--- config.mk ---
export PLATFORM = sky130hd
export DESIGN_NAME = tia_horizontal_decode
export DESIGN_NICKNAME = d
export VERILOG_FILES = /design/src/rtl/tia_horizontal_decode_pkg.sv /design/src/rtl/tia_sr_latch.sv /design/src/rtl/tia_horizontal_decode.sv
export SDC_FILE = /design/constraint.sdc
export NUM_CORES = 1
export LEC_CHECK = 0
export ABC_AREA = 1
export BUFFER_PORTS_ARGS = -buffer_cell sky130_fd_sc_hd__buf_2
export CORE_MARGIN = 2
export CORE_UTILIZATION = 55
export CTS_CLUSTER_DIAMETER = 40
export DETAILED_ROUTE_END_ITERATION = 8
export GPL_TIMING_DRIVEN = 0
export HOLD_SLACK_MARGIN = 0.02
export MAX_ROUTING_LAYER = met4
export PLACE_DENSITY_LB_ADDON = 0.08
export SYNTH_ARGS = -nofsm -noshare
export SYNTH_HDL_FRONTEND = slang
export SYNTH_HIERARCHICAL = 1
export SYNTH_SLANG_ARGS = --single-unit
export TNS_END_PERCENT = 10
--- constraint.sdc ---
create_clock -name clk -period 1.8 [get_ports clk]
set_input_delay 0.27 -clock clk [delete_from_list [all_inputs] [get_ports clk]]
set_output_delay 0.27 -clock clk [all_outputs]
set_load 0.005 [all_outputs]
--- src/rtl/tia_horizontal_decode_pkg.sv ---
// Horizontal timing constants shared by the TIA horizontal decoder and the
// object position counters.
//   - PAT_*    : 6-bit horizontal LFSR patterns for each decoded line count
//   - LN_*     : the line count (ticks after the shb tick) of each pattern
//   - LINE_LEN : ticks per line (line counts 0..56)
//   - dec_idx_e / dec_t : decode index and decode result
package tia_horizontal_decode_pkg;

  localparam int unsigned CNT_W    = 6;
  localparam int unsigned LINE_LEN = 57;
  localparam int unsigned NUM_DEC  = 7;

  // LFSR patterns (count 0 is 000000, LFSR shifts right with XNOR feedback).
  localparam logic [CNT_W-1:0] PAT_SHS  = 6'b111100;
  localparam logic [CNT_W-1:0] PAT_RHS  = 6'b110111;
  localparam logic [CNT_W-1:0] PAT_RCB  = 6'b001111;
  localparam logic [CNT_W-1:0] PAT_RHB  = 6'b011100;
  localparam logic [CNT_W-1:0] PAT_LRHB = 6'b010111;
  localparam logic [CNT_W-1:0] PAT_CNT  = 6'b101100;
  localparam logic [CNT_W-1:0] PAT_END  = 6'b010100;
  // All-ones is the XNOR-LFSR lock-up state; a healthy counter never reaches it.
  localparam logic [CNT_W-1:0] PAT_LOCK = 6'b111111;

  localparam logic [CNT_W-1:0] LN_SHS  = 6'd4;
  localparam logic [CNT_W-1:0] LN_RHS  = 6'd8;
  localparam logic [CNT_W-1:0] LN_RCB  = 6'd12;
  localparam logic [CNT_W-1:0] LN_RHB  = 6'd16;
  localparam logic [CNT_W-1:0] LN_LRHB = 6'd18;
  localparam logic [CNT_W-1:0] LN_CNT  = 6'd36;
  localparam logic [CNT_W-1:0] LN_END  = 6'd56;

  typedef enum logic [2:0] {
    DEC_SHS  = 3'd0,
    DEC_RHS  = 3'd1,
    DEC_RCB  = 3'd2,
    DEC_RHB  = 3'd3,
    DEC_LRHB = 3'd4,
    DEC_CNT  = 3'd5,
    DEC_END  = 3'd6
  } dec_idx_e;

  typedef struct packed {
    logic     hit;
    dec_idx_e idx;
  } dec_t;

  // Equality decode of an LFSR pattern; patterns are distinct so at most one hits.
  function automatic dec_t decode(input logic [CNT_W-1:0] cnt);
    dec_t d;
    d.hit = 1'b1;
    d.idx = DEC_SHS;
    case (cnt)
      PAT_SHS:  d.idx = DEC_SHS;
      PAT_RHS:  d.idx = DEC_RHS;
      PAT_RCB:  d.idx = DEC_RCB;
      PAT_RHB:  d.idx = DEC_RHB;
      PAT_LRHB: d.idx = DEC_LRHB;
      PAT_CNT:  d.idx = DEC_CNT;
      PAT_END:  d.idx = DEC_END;
      default:  d.hit = 1'b0;
    endcase
    return d;
  endfunction

  // Line count at which a decode is legal.
  function automatic logic [CNT_W-1:0] dec_line(input dec_idx_e idx);
    logic [CNT_W-1:0] ln;
    case (idx)
      DEC_SHS:  ln = LN_SHS;
      DEC_RHS:  ln = LN_RHS;
      DEC_RCB:  ln = LN_RCB;
      DEC_RHB:  ln = LN_RHB;
      DEC_LRHB: ln = LN_LRHB;
      DEC_CNT:  ln = LN_CNT;
      default:  ln = LN_END;
    endcase
    return ln;
  endfunction

endpackage

--- src/rtl/tia_sr_latch.sv ---
// Clocked set/clear level with clock enable and selectable set/clear priority.
//   clk, rst : clock, asynchronous active-high reset (q_o <= RST_VAL)
//   en_i     : update enable; q_o holds while low
//   set_i    : drive q_o high
//   clr_i    : drive q_o low
//   q_o      : registered level
module tia_sr_latch #(
  parameter bit SET_WINS = 1'b1,
  parameter bit RST_VAL  = 1'b0
) (
  input  logic clk,
  input  logic rst,
  input  logic en_i,
  input  logic set_i,
  input  logic clr_i,
  output logic q_o
);

  logic q_d;

  // Next level: set/clear only when enabled; SET_WINS breaks the tie.
  always_comb begin
    q_d = q_o;
    if (en_i) begin
      if (set_i && (SET_WINS || !clr_i)) begin
        q_d = 1'b1;
      end else if (clr_i) begin
        q_d = 1'b0;
      end
    end
  end

  always_ff @(posedge clk or posedge rst) begin
    if (rst) begin
      q_o <= RST_VAL;
    end else begin
      q_o <= q_d;
    end
  end

endmodule

--- src/rtl/tia_horizontal_decode.sv ---
// TIA horizontal timing decoder: turns the horizontal LFSR count into the
// line-rate sync, blank and burst levels, and watches line framing.
//   clk, reset  : system clock, asynchronous active-high reset
//   tick        : one-clk enable per horizontal LFSR step
//   count       : LFSR pattern, valid when tick=1
//   shb         : line-start strobe, valid when tick=1
//   hmove       : HMOVE strobe, accepted on any cycle
//   hsync       : horizontal sync level
//   hblank      : horizontal blank level
//   cburst      : colour-burst gate level
//   center      : one-tick pulse at the line centre
//   late_hblank : HMOVE-extended blank latch
//   sync_err    : sticky loss-of-framing flag
module tia_horizontal_decode
  import tia_horizontal_decode_pkg::*;
(
  input  logic             clk,
  input  logic             reset,
  input  logic             tick,
  input  logic [CNT_W-1:0] count,
  input  logic             shb,
  input  logic             hmove,
  output logic             hsync,
  output logic             hblank,
  output logic             cburst,
  output logic             center,
  output logic             late_hblank,
  output logic             sync_err
);

  localparam logic [CNT_W-1:0] SHADOW_MAX = '1;

  dec_t             dec_c;
  logic             dec_en_c;
  logic             shs_c, rhs_c, rcb_c, rhb_c, lrhb_c, cnt_c, end_c;
  logic             hb_clr_c;
  logic [CNT_W-1:0] line_n_c;
  logic             overrun_c, lock_c, misplaced_c;

  logic [CNT_W-1:0] shadow_q, shadow_d;
  logic             armed_q, armed_d;
  logic             sync_err_q, sync_err_d;
  logic             center_q, center_d;

  // Pattern decode; an shb tick masks every other decode.
  assign dec_c    = decode(count);
  assign dec_en_c = tick & ~shb & dec_c.hit;
  assign shs_c    = dec_en_c & (dec_c.idx == DEC_SHS);
  assign rhs_c    = dec_en_c & (dec_c.idx == DEC_RHS);
  assign rcb_c    = dec_en_c & (dec_c.idx == DEC_RCB);
  assign rhb_c    = dec_en_c & (dec_c.idx == DEC_RHB);
  assign lrhb_c   = dec_en_c & (dec_c.idx == DEC_LRHB);
  assign cnt_c    = dec_en_c & (dec_c.idx == DEC_CNT);
  assign end_c    = dec_en_c & (dec_c.idx == DEC_END);

  // Normal blank ends at RHB; after an HMOVE it is held until LRHB.
  assign hb_clr_c = (rhb_c & ~late_hblank) | lrhb_c;

  // Line count this tick carries, from the saturating shadow counter.
  assign line_n_c    = (shadow_q == SHADOW_MAX) ? shadow_q : shadow_q + CNT_W'(1);
  assign overrun_c   = (line_n_c >= CNT_W'(LINE_LEN));
  assign lock_c      = (count == PAT_LOCK);
  assign misplaced_c = dec_c.hit & (line_n_c != dec_line(dec_c.idx));

  // Shadow counter, framing arm, sticky error and centre pulse.
  always_comb begin
    shadow_d   = shadow_q;
    armed_d    = armed_q;
    sync_err_d = sync_err_q;
    center_d   = center_q;
    if (tick) begin
      center_d = cnt_c;
      if (shb) begin
        shadow_d = '0;
        armed_d  = 1'b1;
      end else begin
        shadow_d = line_n_c;
        // Checks stay off until the first shb after reset establishes framing.
        if (armed_q && (overrun_c || lock_c || misplaced_c)) begin
          sync_err_d = 1'b1;
        end
      end
    end
  end

  always_ff @(posedge clk or posedge reset) begin
    if (reset) begin
      shadow_q   <= '0;
      armed_q    <= 1'b0;
      sync_err_q <= 1'b0;
      center_q   <= 1'b0;
    end else begin
      shadow_q   <= shadow_d;
      armed_q    <= armed_d;
      sync_err_q <= sync_err_d;
      center_q   <= center_d;
    end
  end

  assign center   = center_q;
  assign sync_err = sync_err_q;

  // Sync level: SHS..RHS.
  tia_sr_latch #(.SET_WINS(1'b0), .RST_VAL(1'b0)) u_hsync (
    .clk   (clk),
    .rst   (reset),
    .en_i  (tick),
    .set_i (shs_c),
    .clr_i (rhs_c),
    .q_o   (hsync)
  );

  // Burst gate: RHS..RCB, so it never overlaps hsync.
  tia_sr_latch #(.SET_WINS(1'b0), .RST_VAL(1'b0)) u_cburst (
    .clk   (clk),
    .rst   (reset),
    .en_i  (tick),
    .set_i (rhs_c),
    .clr_i (rcb_c),
    .q_o   (cburst)
  );

  // Blank: set at line start, cleared at RHB or LRHB.
  tia_sr_latch #(.SET_WINS(1'b1), .RST_VAL(1'b1)) u_hblank (
    .clk   (clk),
    .rst   (reset),
    .en_i  (tick),
    .set_i (shb),
    .clr_i (hb_clr_c),
    .q_o   (hblank)
  );

  // HMOVE latch: hmove is taken on any clk and beats a coincident END.
  tia_sr_latch #(.SET_WINS(1'b1), .RST_VAL(1'b0)) u_late_hblank (
    .clk   (clk),
    .rst   (reset),
    .en_i  (1'b1),
    .set_i (hmove),
    .clr_i (end_c),
    .q_o   (late_hblank)
  );

endmodule

==> results of run 1 <==
[kinds of logic after synthesis]
| kind of cell | share of synthesized area, % |
|---|---|
| flops | 31.64 |
| compound gates | 10.18 |
| other cells | 0.3633 |
| simple gates | 38.79 |
| fa+ha+maj | 1.212 |
| xor+xnor | 2.546 |
| buf+inv | 15.27 |
[layout make-up]
type / instances / area [sq um] / area share (%)
multi-input cells: 109 / 574.3 / 46.74
flip-flops and latches: 13 / 326.6 / 26.58
inverters: 41 / 153.9 / 12.53
repair buffers: 20 / 112.6 / 9.165
well taps: 25 / 31.28 / 2.546
clock buffers: 4 / 26.28 / 2.138
plain buffers: 1 / 3.754 / 0.3055
[sequential cells by signal, indices dropped and copies added, names as in the netlist]
signal / cells
u_late_hblank/q_o: 1
center: 1
u_hsync/q_o: 1
shadow_q: 6
armed_q: 1
u_cburst/q_o: 1
sync_err: 1
u_hblank/q_o: 1
[worst paths after layout]
kind | startpoint | to | slack (ps)
max | shadow_q[1] | sync_err | 20
min in group asynchronous | reset | u_hsync/q_o | 400
max in group asynchronous | reset | shadow_q[5] | 1000
min reg2reg | armed_q | armed_q | 470
max reg2reg | shadow_q[1] | sync_err | 20
min | shb | u_hblank/q_o | 200
[layer usage]
layer	up-vias	global-route usage (%)	part of all wire (%)
met1	485	32.46	47
met5	-	-	0
met4	0	10.00	2.3
met3	6	3.462	4.4
met2	35	38.38	46
li1	547	-	-
[cells in the final DEF, fill, tap and decap left out, types with 2 or more instances in the layout]
cell / netlist / final
buf_2: 0 / 16
buf_4: 0 / 3
clkbuf_1: 1 / 2
clkbuf_4: 0 / 3
conb_1: 1 / 2
dfrtp_1: 12 / 12
inv_1: 40 / 40
nand2_1: 51 / 50
nand3_1: 12 / 12
nand3_2: 5 / 4
nor2_1: 14 / 14
nor2_2: 2 / 2
nor3_1: 2 / 2
o21ai_2: 2 / 2
o22ai_1: 7 / 7
xnor2_1: 2 / 2
[tightest hold or removal path, delay by kind of cell]
| family | cells | cell delay, ps |
|---|---|---|
| buffers and inverters | 1 | 110 |
| AND/OR/NAND/NOR | 2 | 100 |
[through the flow]
step	std cells	hold slack (ps)
finish	213	199.9
global route	213	196.7
CTS	213	201.4
detailed placement	205	152.0
global placement	205	146.7
floorplan	164	-1.286
[power groups by stage]
| stage | Combinational [mW] | Clock, mW | Sequential [mW] |
|---|---|---|---|
| after floorplan | 0.0887 | 0 | 0.316 |
| after global placement | 0.121 | 0 | 0.317 |
| after detailed placement | 0.127 | 0 | 0.318 |
| after CTS | 0.144 | 0.186 | 0.309 |
| after global routing | 0.167 | 0.196 | 0.314 |
| final | 0.148 | 0.182 | 0.313 |
[timing repair]
item | in CTS | in global routing
pin swaps | 1 | 4
resized for setup | 2 | 2
hold buffers | 1 | 0
endpoints found under the hold margin | 13 | 0
setup endpoints to repair | 1 | 1
buffers inserted | 3 | 0
==> impl_metrics.toml, run 1 <==
[outcome]
status = "complete, no violations"

[pwr]
pwr-share-clk_pct = 28.3
power_leakage_nw = 0.7078
sw_frac_of_total_pct = 30.45
irDropWorstVdd_uv = 477.2
power_switching_mw = 0.1957
p_comb_share_pct = 23.0
p_int_mw = 0.4471
power_frac_seq_pct = 48.6
power_density_mw_per_mm2 = 523.2
total_power_mw = 0.6428

[die]
dieArea_sq_mm = 0.002239
core-area_sq_mm = 0.001745
die_y_um = 47.32
initial_core_util_pct = 59.14
die_x_um = 47.32
num_io_pins = 17
rows = 15

[critical_path]
cp_top_family = "simple AND/OR/NAND/NOR gates"
timing.critical_path.mode_cell = "nand2_1"
arrival_ps = 1950
worstSetupEndpointType = "flip-flop"
cp.depth = 13
critical_path.startpoint_type = "flip-flop"
worstPathCellList = "ha_4 -> nand3_4 -> nor2_4 -> inv_1 -> nand2_2 -> xnor2_1 -> nand3_1 -> nor2_1 -> nand2_1 -> nand2_1 -> nand2_1 -> nand2_1 -> nand2_1"
path_max_fanout = 5
worstPathRequired_ps = 1970
crit_type = "reg2reg"
ff2ff_path_depth = 13
cp_slowest_cell = "dfrtp_1"
critPathMaxStageDelay_ps = 400
cp_num_buf_inv = 1

[clock_network]
root_buffer = "clkbuf_4"
cts.path.max_buffers = 2
htreeDepth = 1
numClockSinks = 13
worstSkewPairLatency_ps = 270
clk_pin_slew_ps = 80
numCtsBuffers = 3
cts_tree = "done"

[yosys]
ys.flop_type = "dfrtp_1"
synth_cell_types = 25
syn_area_sq_mm = 0.001032
synth_area_leader_cell = "dfrtp_1"
synth_top_cell_area_share_pct = 29.09
synth_seq_area_share_pct = 31.64
synth.avg_cell_area_sq_um = 6.333
synthCells = 163
synth_warnings = 6
ys_top_cells_by_area = "dfrtp_1 (29%), nand2_1 (19%), inv_1 (15%)"
synth_commonest_cells = "nand2_1 (51), inv_1 (40), nor2_1 (14), dfrtp_1 (12), nand3_1 (12)"
synth_edf_count = 0
yosysMostFrequentCell = "nand2_1"
synth-seq-cells = 13
async_reset_ff_share_pct = 100.0

[timing]
fin_setup_tns_ps = 0
post-route-period-util_pct = 98.97
slew_viol_final = 0
final_hold_viol_count = 0
rsz0062_at_grt = "true"
layout_setup_ws_ps = 18.63
setup_viol = 0
skew_ps = 1.362
layout_min_cycle_time_ps = 1781
fmax_ghz = 0.5614

[global_routing]
grt_max_degree = 10
track_usage_pct = 24.82
grt_pass1_wl_um = 3795
grt_pass1_vias = 926
antenna_found_initial = 0
grt.overflow.total = 0

[run]
drv_cap = 0

[detailed_routing]
ant_nets = 0
via_per_inst = 5.038
firstDrtPassIters = 4
vias = 1073
drc = 0
routedWlPerCell_um = 11.08
wirelength_um = 2360
drt-initial-drc-count = 40

[finish]
utilization_pct = 70.39
stdcell_area_sq_mm = 0.001229
nFillCells = 170
n_antenna_cell = 0
syn2layout_area_growth_pct = 19.03
nNetsFinal = 201
drive_above_1_share_pct = 20.21

[placed_design]
place_area_sq_mm = 0.001147
place_congestion = 0.8355
port_buffers = 16
hpwl_um = 1856
post-place-ws_ps = -116.3

[worst_hold_path]
min_path_cells = 3
min_path_type = "in2reg"
Note: power is estimated with default switching activity, not from simulation.
==> run 2, diff against run 1 <==
--- a/config.mk
+++ b/config.mk
@@ -7,14 +7,15 @@
 export LEC_CHECK = 0
 export ABC_AREA = 1
 export BUFFER_PORTS_ARGS = -buffer_cell sky130_fd_sc_hd__buf_2
-export CORE_MARGIN = 2
-export CORE_UTILIZATION = 55
+export CELL_PAD_IN_SITES_DETAIL_PLACEMENT = 1
+export CELL_PAD_IN_SITES_GLOBAL_PLACEMENT = 1
+export CORE_UTILIZATION = 38
 export CTS_CLUSTER_DIAMETER = 40
 export DETAILED_ROUTE_END_ITERATION = 8
 export GPL_TIMING_DRIVEN = 0
 export HOLD_SLACK_MARGIN = 0.02
 export MAX_ROUTING_LAYER = met4
-export PLACE_DENSITY_LB_ADDON = 0.08
+export PLACE_DENSITY = 0.84
 export SYNTH_ARGS = -nofsm -noshare
 export SYNTH_HDL_FRONTEND = slang
 export SYNTH_HIERARCHICAL = 1
==> run 2 against run 1 <==
Maximum frequency grew 1.6%. Critical path depth grew 1. Die area grew 31%. Sequential cell count is the same. Setup slack gained 27 ps. Largest power group unchanged.
==> impl_metrics.toml, run 2 (same netlist as run 1, synthesis figures left out) <==
[outcome]
status = "complete, no violations"

[finish]
multi_input_area_sq_um = 614.3
register_area_sq_um = 326.6
nNetsFinal = 203
drive_above_1_share_pct = 24.21
n_antenna_cell = 0
largest_register_ffs = 6
nFillCells = 353
layout_commonest_cell = "nand2_1"
layout_common_cells = "nand2_1 (48), inv_1 (38), buf_2 (16)"
syn2layout_area_growth_pct = 24.97
top_register = "shadow_q"
stdcell_area_sq_mm = 0.001290

[pwr]
power_leakage_nw = 0.7244
irDropWorstVdd_uv = 473.7
total_power_mw = 0.6682
power_density_mw_per_mm2 = 518.0

[placed_design]
hpwl_um = 2098
port_buffers = 16
place_congestion = 0.8472
place_area_sq_mm = 0.001154

[detailed_routing]
ant_nets = 0
wirelength_um = 2799
via_per_inst = 4.941
drt-initial-drc-count = 9
routedWlPerCell_um = 12.72
firstDrtPassIters = 4
vias = 1087
drc = 0

[worst_hold_path]
min_path_cells = 3
hold_end = "u_late_hblank/q_o"
min_path_type = "in2reg"
hold_start = "hmove"

[timing]
rsz0062_at_grt = "true"
fin_hold_ws_ps = 170.9
fmax_ghz = 0.5701
post-route-period-util_pct = 97.45
setup_viol = 0
layout_min_cycle_time_ps = 1754
skew_ps = 9.717
slew_viol_final = 0
final_hold_viol_count = 0

[critical_path]
worstPathRequired_ps = 1980
crit_type = "reg2reg"
worstSetupEndpointType = "flip-flop"
path_max_fanout = 5
arrival_ps = 1930
r2r_end = "sync_err"
critical_path.startpoint_type = "flip-flop"
regToRegSetupSlack_ps = 50
ff2ff_path_depth = 14
reg2reg_from = "shadow_q[1]"

[die]
die_y_um = 54.12
core-area_sq_mm = 0.002522
rows = 18
initial_core_util_pct = 40.92
dieArea_sq_mm = 0.002929
die_x_um = 54.12
num_io_pins = 17

[clock_network]
numCtsBuffers = 3
clk_pin_slew_ps = 90
htreeDepth = 1
cts.path.max_buffers = 2
worstSkewPairLatency_ps = 290
cts_tree = "done"
numClockSinks = 13
root_buffer = "clkbuf_4"

[global_routing]
antenna_found_initial = 0
grt_pass1_vias = 1093
grt_max_degree = 10
grt_pass1_wl_um = 4754
track_usage_pct = 23.52
grt.overflow.total = 0

[run]
drv_cap = 0
run 2: power by group:
group | internal (mW) | total (mW) | switching, mW
Sequential | 0.301 | 0.313 | 0.0122
Combinational | 0.0676 | 0.163 | 0.0955
Clock | 0.0861 | 0.192 | 0.106
Total | 0.455 | 0.668 | 0.213
run 2: stage by stage:
stage / TNS [ps] / setup slack (ps) / utilization [%] / cells
final: 0 / 45.96 / 51.14 / 220
after global routing: -84.84 / -84.84 / 51.14 / 220
after CTS: 0 / 1.823 / 48.46 / 218
after detailed placement: -211.4 / -101.3 / 45.73 / 210
after global placement: -103.6 / -61.80 / 45.73 / 210
after floorplan: 0 / 148.0 / - / 164
run 2: cell type report:
type	count	share of cell area, %
Tap cell	30	2.910
Multi-Input combinational cell	109	47.62
Timing Repair Buffer	22	9.893
Sequential cell	13	25.32
Inverter	41	11.93
Buffer	1	0.2910
Clock buffer	4	2.037
run 2: what timing repair did:
item | in CTS | in global routing
endpoints found under the setup margin | 1 | 2
hold buffers | 1 | 0
pin swaps | 1 | 5
setup buffers | 3 | 2
resized for setup | 2 | 11
endpoints found under the hold margin | 13 | 0
run 2: worst max path at each step:
stage,startpoint,end,slack [ps],depth (start not counted)
2_1_floorplan,shadow_q[0],sync_err,150,13
3_3_place_gp,tick,u_hblank/q_o,-60,9
3_5_place_dp,tick,u_hblank/q_o,-100,9
4_1_cts,shadow_q[0],sync_err,2,13
5_1_grt,shadow_q[1],sync_err,-80,14
6_report,shadow_q[1],sync_err,50,14
run 2: critical path, cell delays in order, from the launching register on:
cell     delay (ps)
dfrtp_1         410
ha_4            170
nand3_4         100
nor2_4          200
inv_2            90
o21ai_4          80
inv_2            60
nand2_1          70
nand3_1          90
nor2_1          110
nand2_1          60
nand2_1          50
nand2_1          50
nand2_1          60
nand2_1          40
run 2: routing by layer:
layer  track usage, %  wire length, um  share of wire [%]  vias to the layer above
met4            7.692               55                2.0                        0
met3            1.695               84                3.0                        7
met2            45.12             1539                 55                       18
li1                 -                -                  -                      547
met1            24.87             1119                 40                      515
met5                -                0                  0                        -
==> run 3, diff against run 2 <==
--- a/config.mk
+++ b/config.mk
@@ -15,7 +15,7 @@
 export GPL_TIMING_DRIVEN = 0
 export HOLD_SLACK_MARGIN = 0.02
 export MAX_ROUTING_LAYER = met4
-export PLACE_DENSITY = 0.84
+export PLACE_DENSITY = 0.86
 export SYNTH_ARGS = -nofsm -noshare
 export SYNTH_HDL_FRONTEND = slang
 export SYNTH_HIERARCHICAL = 1
==> run 3 against run 2 <==
The run now ends with setup timing left. Cell area is 2.5% lower. Critical endpoint unchanged. Combinational power is essentially flat. Sequential cell count stayed put. Die area unchanged. Worst hold slack improved by 17 ps. Largest cell class unchanged. Sequential power about the same.
==> impl_metrics.toml, run 3 (same netlist as run 1, synthesis figures left out) <==
[critical_path]
critPathMaxStageDelay_ps = 420
timing.critical_path.mode_cell = "nand2_1"
cp_top_family = "simple AND/OR/NAND/NOR gates"
ff2ff_path_depth = 13
reg2reg_from = "shadow_q[1]"
path_max_fanout = 5
cp_slowest_cell = "dfrtp_1"
cp_num_buf_inv = 0
worstSetupEndpointType = "flip-flop"
arrival_ps = 1990
worstPathRequired_ps = 1980
critical_path.startpoint_type = "flip-flop"
worstPathCellList = "ha_4 -> nand3_4 -> nor2_4 -> nand2_1 -> o21ai_2 -> or2_1 -> nand3_1 -> nor2_1 -> nand2_1 -> nand2_1 -> nand2_1 -> nand2_1 -> nand2_1"
regToRegSetupSlack_ps = -6
r2r_end = "sync_err"
crit_type = "reg2reg"

[placed_design]
post-place-ws_ps = -113.1
place_congestion = 0.9007
port_buffers = 16
placed_cells = 210
hpwl_um = 2167
place_area_sq_mm = 0.001154

[pwr]
power_density_mw_per_mm2 = 528.5
power_leakage_nw = 0.7153
total_power_mw = 0.6646
irDropWorstVdd_uv = 364.8

[global_routing]
grt_util_met2_pct = 41.06
grt_pass1_wl_um = 4692
grt_pass1_vias = 1123
grt.overflow.total = 0
track_usage_pct = 23.00
use_met1_pct = 24.61
grt_max_degree = 10
grt-busiest-layer = "met2"
antenna_found_initial = 0
met3_usage_pct = 3.390

[detailed_routing]
routedWlPerCell_um = 12.93
drc = 0
wirelength_um = 2832
ant_nets = 0
via_per_inst = 4.950
firstDrtPassIters = 4
vias = 1084
drt-initial-drc-count = 18

[die]
die_y_um = 54.12
core-area_sq_mm = 0.002522
num_io_pins = 17
die_x_um = 54.12
dieArea_sq_mm = 0.002929
rows = 18
initial_core_util_pct = 40.92

[clock_network]
clk_pin_slew_ps = 80
cts_tree = "done"
worstSkewPairLatency_ps = 280
htreeDepth = 1
numClockSinks = 13
numCtsBuffers = 3
root_buffer = "clkbuf_4"
cts.path.max_buffers = 2

[timing]
post-route-period-util_pct = 100.3
layout_min_cycle_time_ps = 1806
setup_viol = 1
fmax_ghz = 0.5537
final_hold_viol_count = 0
fin_hold_ws_ps = 188.2
layout_setup_ws_ps = -6.043
skew_ps = 1.929
slew_viol_final = 0
rsz0062_at_grt = "true"
fin_setup_tns_ps = -6.043

[finish]
top_register = "shadow_q"
n_antenna_cell = 0
multi_input_area_sq_um = 589.3
layout_commonest_cell = "nand2_1"
utilization_pct = 49.85
nNetsFinal = 202
nFillCells = 354
largest_register_ffs = 6
syn2layout_area_growth_pct = 21.82
stdcell_area_sq_mm = 0.001257
register_area_sq_um = 326.6
drive_above_1_share_pct = 22.22
instances_no_fill = 219
layout_common_cells = "nand2_1 (50), inv_1 (38), buf_2 (16)"

[outcome]
status = "finished with violations"
violations = "setup timing"

[run]
drv_cap = 0

[worst_hold_path]
hold_start = "hmove"
min_path_cells = 3
min_path_type = "in2reg"
hold_end = "u_late_hblank/q_o"
-- run 3: cell type report --
| cell class | instances | area share, % |
|---|---|---|
| Buffer | 1 | 0.2985 |
| Clock buffer | 4 | 2.090 |
| Inverter | 41 | 12.24 |
| Multi-Input combinational cell | 109 | 46.87 |
| Sequential cell | 13 | 25.97 |
| Tap cell | 30 | 2.985 |
| Timing Repair Buffer | 21 | 9.552 |
-- run 3: layer usage --
metal  part of all wire [%]  wire [um]  vias up
met3                    2.0         58       11
met2                     53       1501       16
met1                     42       1195      512
met4                    2.8         78        0
li1                       -          -      545
met5                      0          0        -
-- run 3: where the power goes --
| group | total [mW] | internal (mW) | switching, mW |
|---|---|---|---|
| registers | 0.313 | 0.301 | 0.0122 |
| clock network | 0.189 | 0.0862 | 0.103 |
| logic | 0.162 | 0.0676 | 0.0943 |
-- run 3: what timing repair did --
action	in CTS	in global routing
endpoints found under the hold margin	13	0
setup buffers	3	1
pin swaps	1	2
resized for setup	7	1
endpoints found under the setup margin	1	1
hold buffers	1	0
gates cloned	0	0
-- run 3: worst reg2reg max path, cell delays in order, from the launching register on --
cell     delay [ps]
dfrtp_1         420
ha_4            180
nand3_4         100
nor2_4          200
nand2_1         100
o21ai_2         100
or2_1           140
nand3_1          70
nor2_1          120
nand2_1          70
nand2_1          60
nand2_1          50
nand2_1          60
nand2_1          40
-- run 3: how the worst max path moves through the flow --
stage	startpoint	to	slack [ps]	cells past startpoint
final	shadow_q[1]	sync_err	-6	13
after global routing	shadow_q[1]	sync_err	-150	13
after CTS	shadow_q[0]	sync_err	10	13
after detailed placement	shadow_q[0]	sync_err	-110	9
after global placement	tick	u_hblank/q_o	-50	9
after floorplan	shadow_q[0]	sync_err	150	13
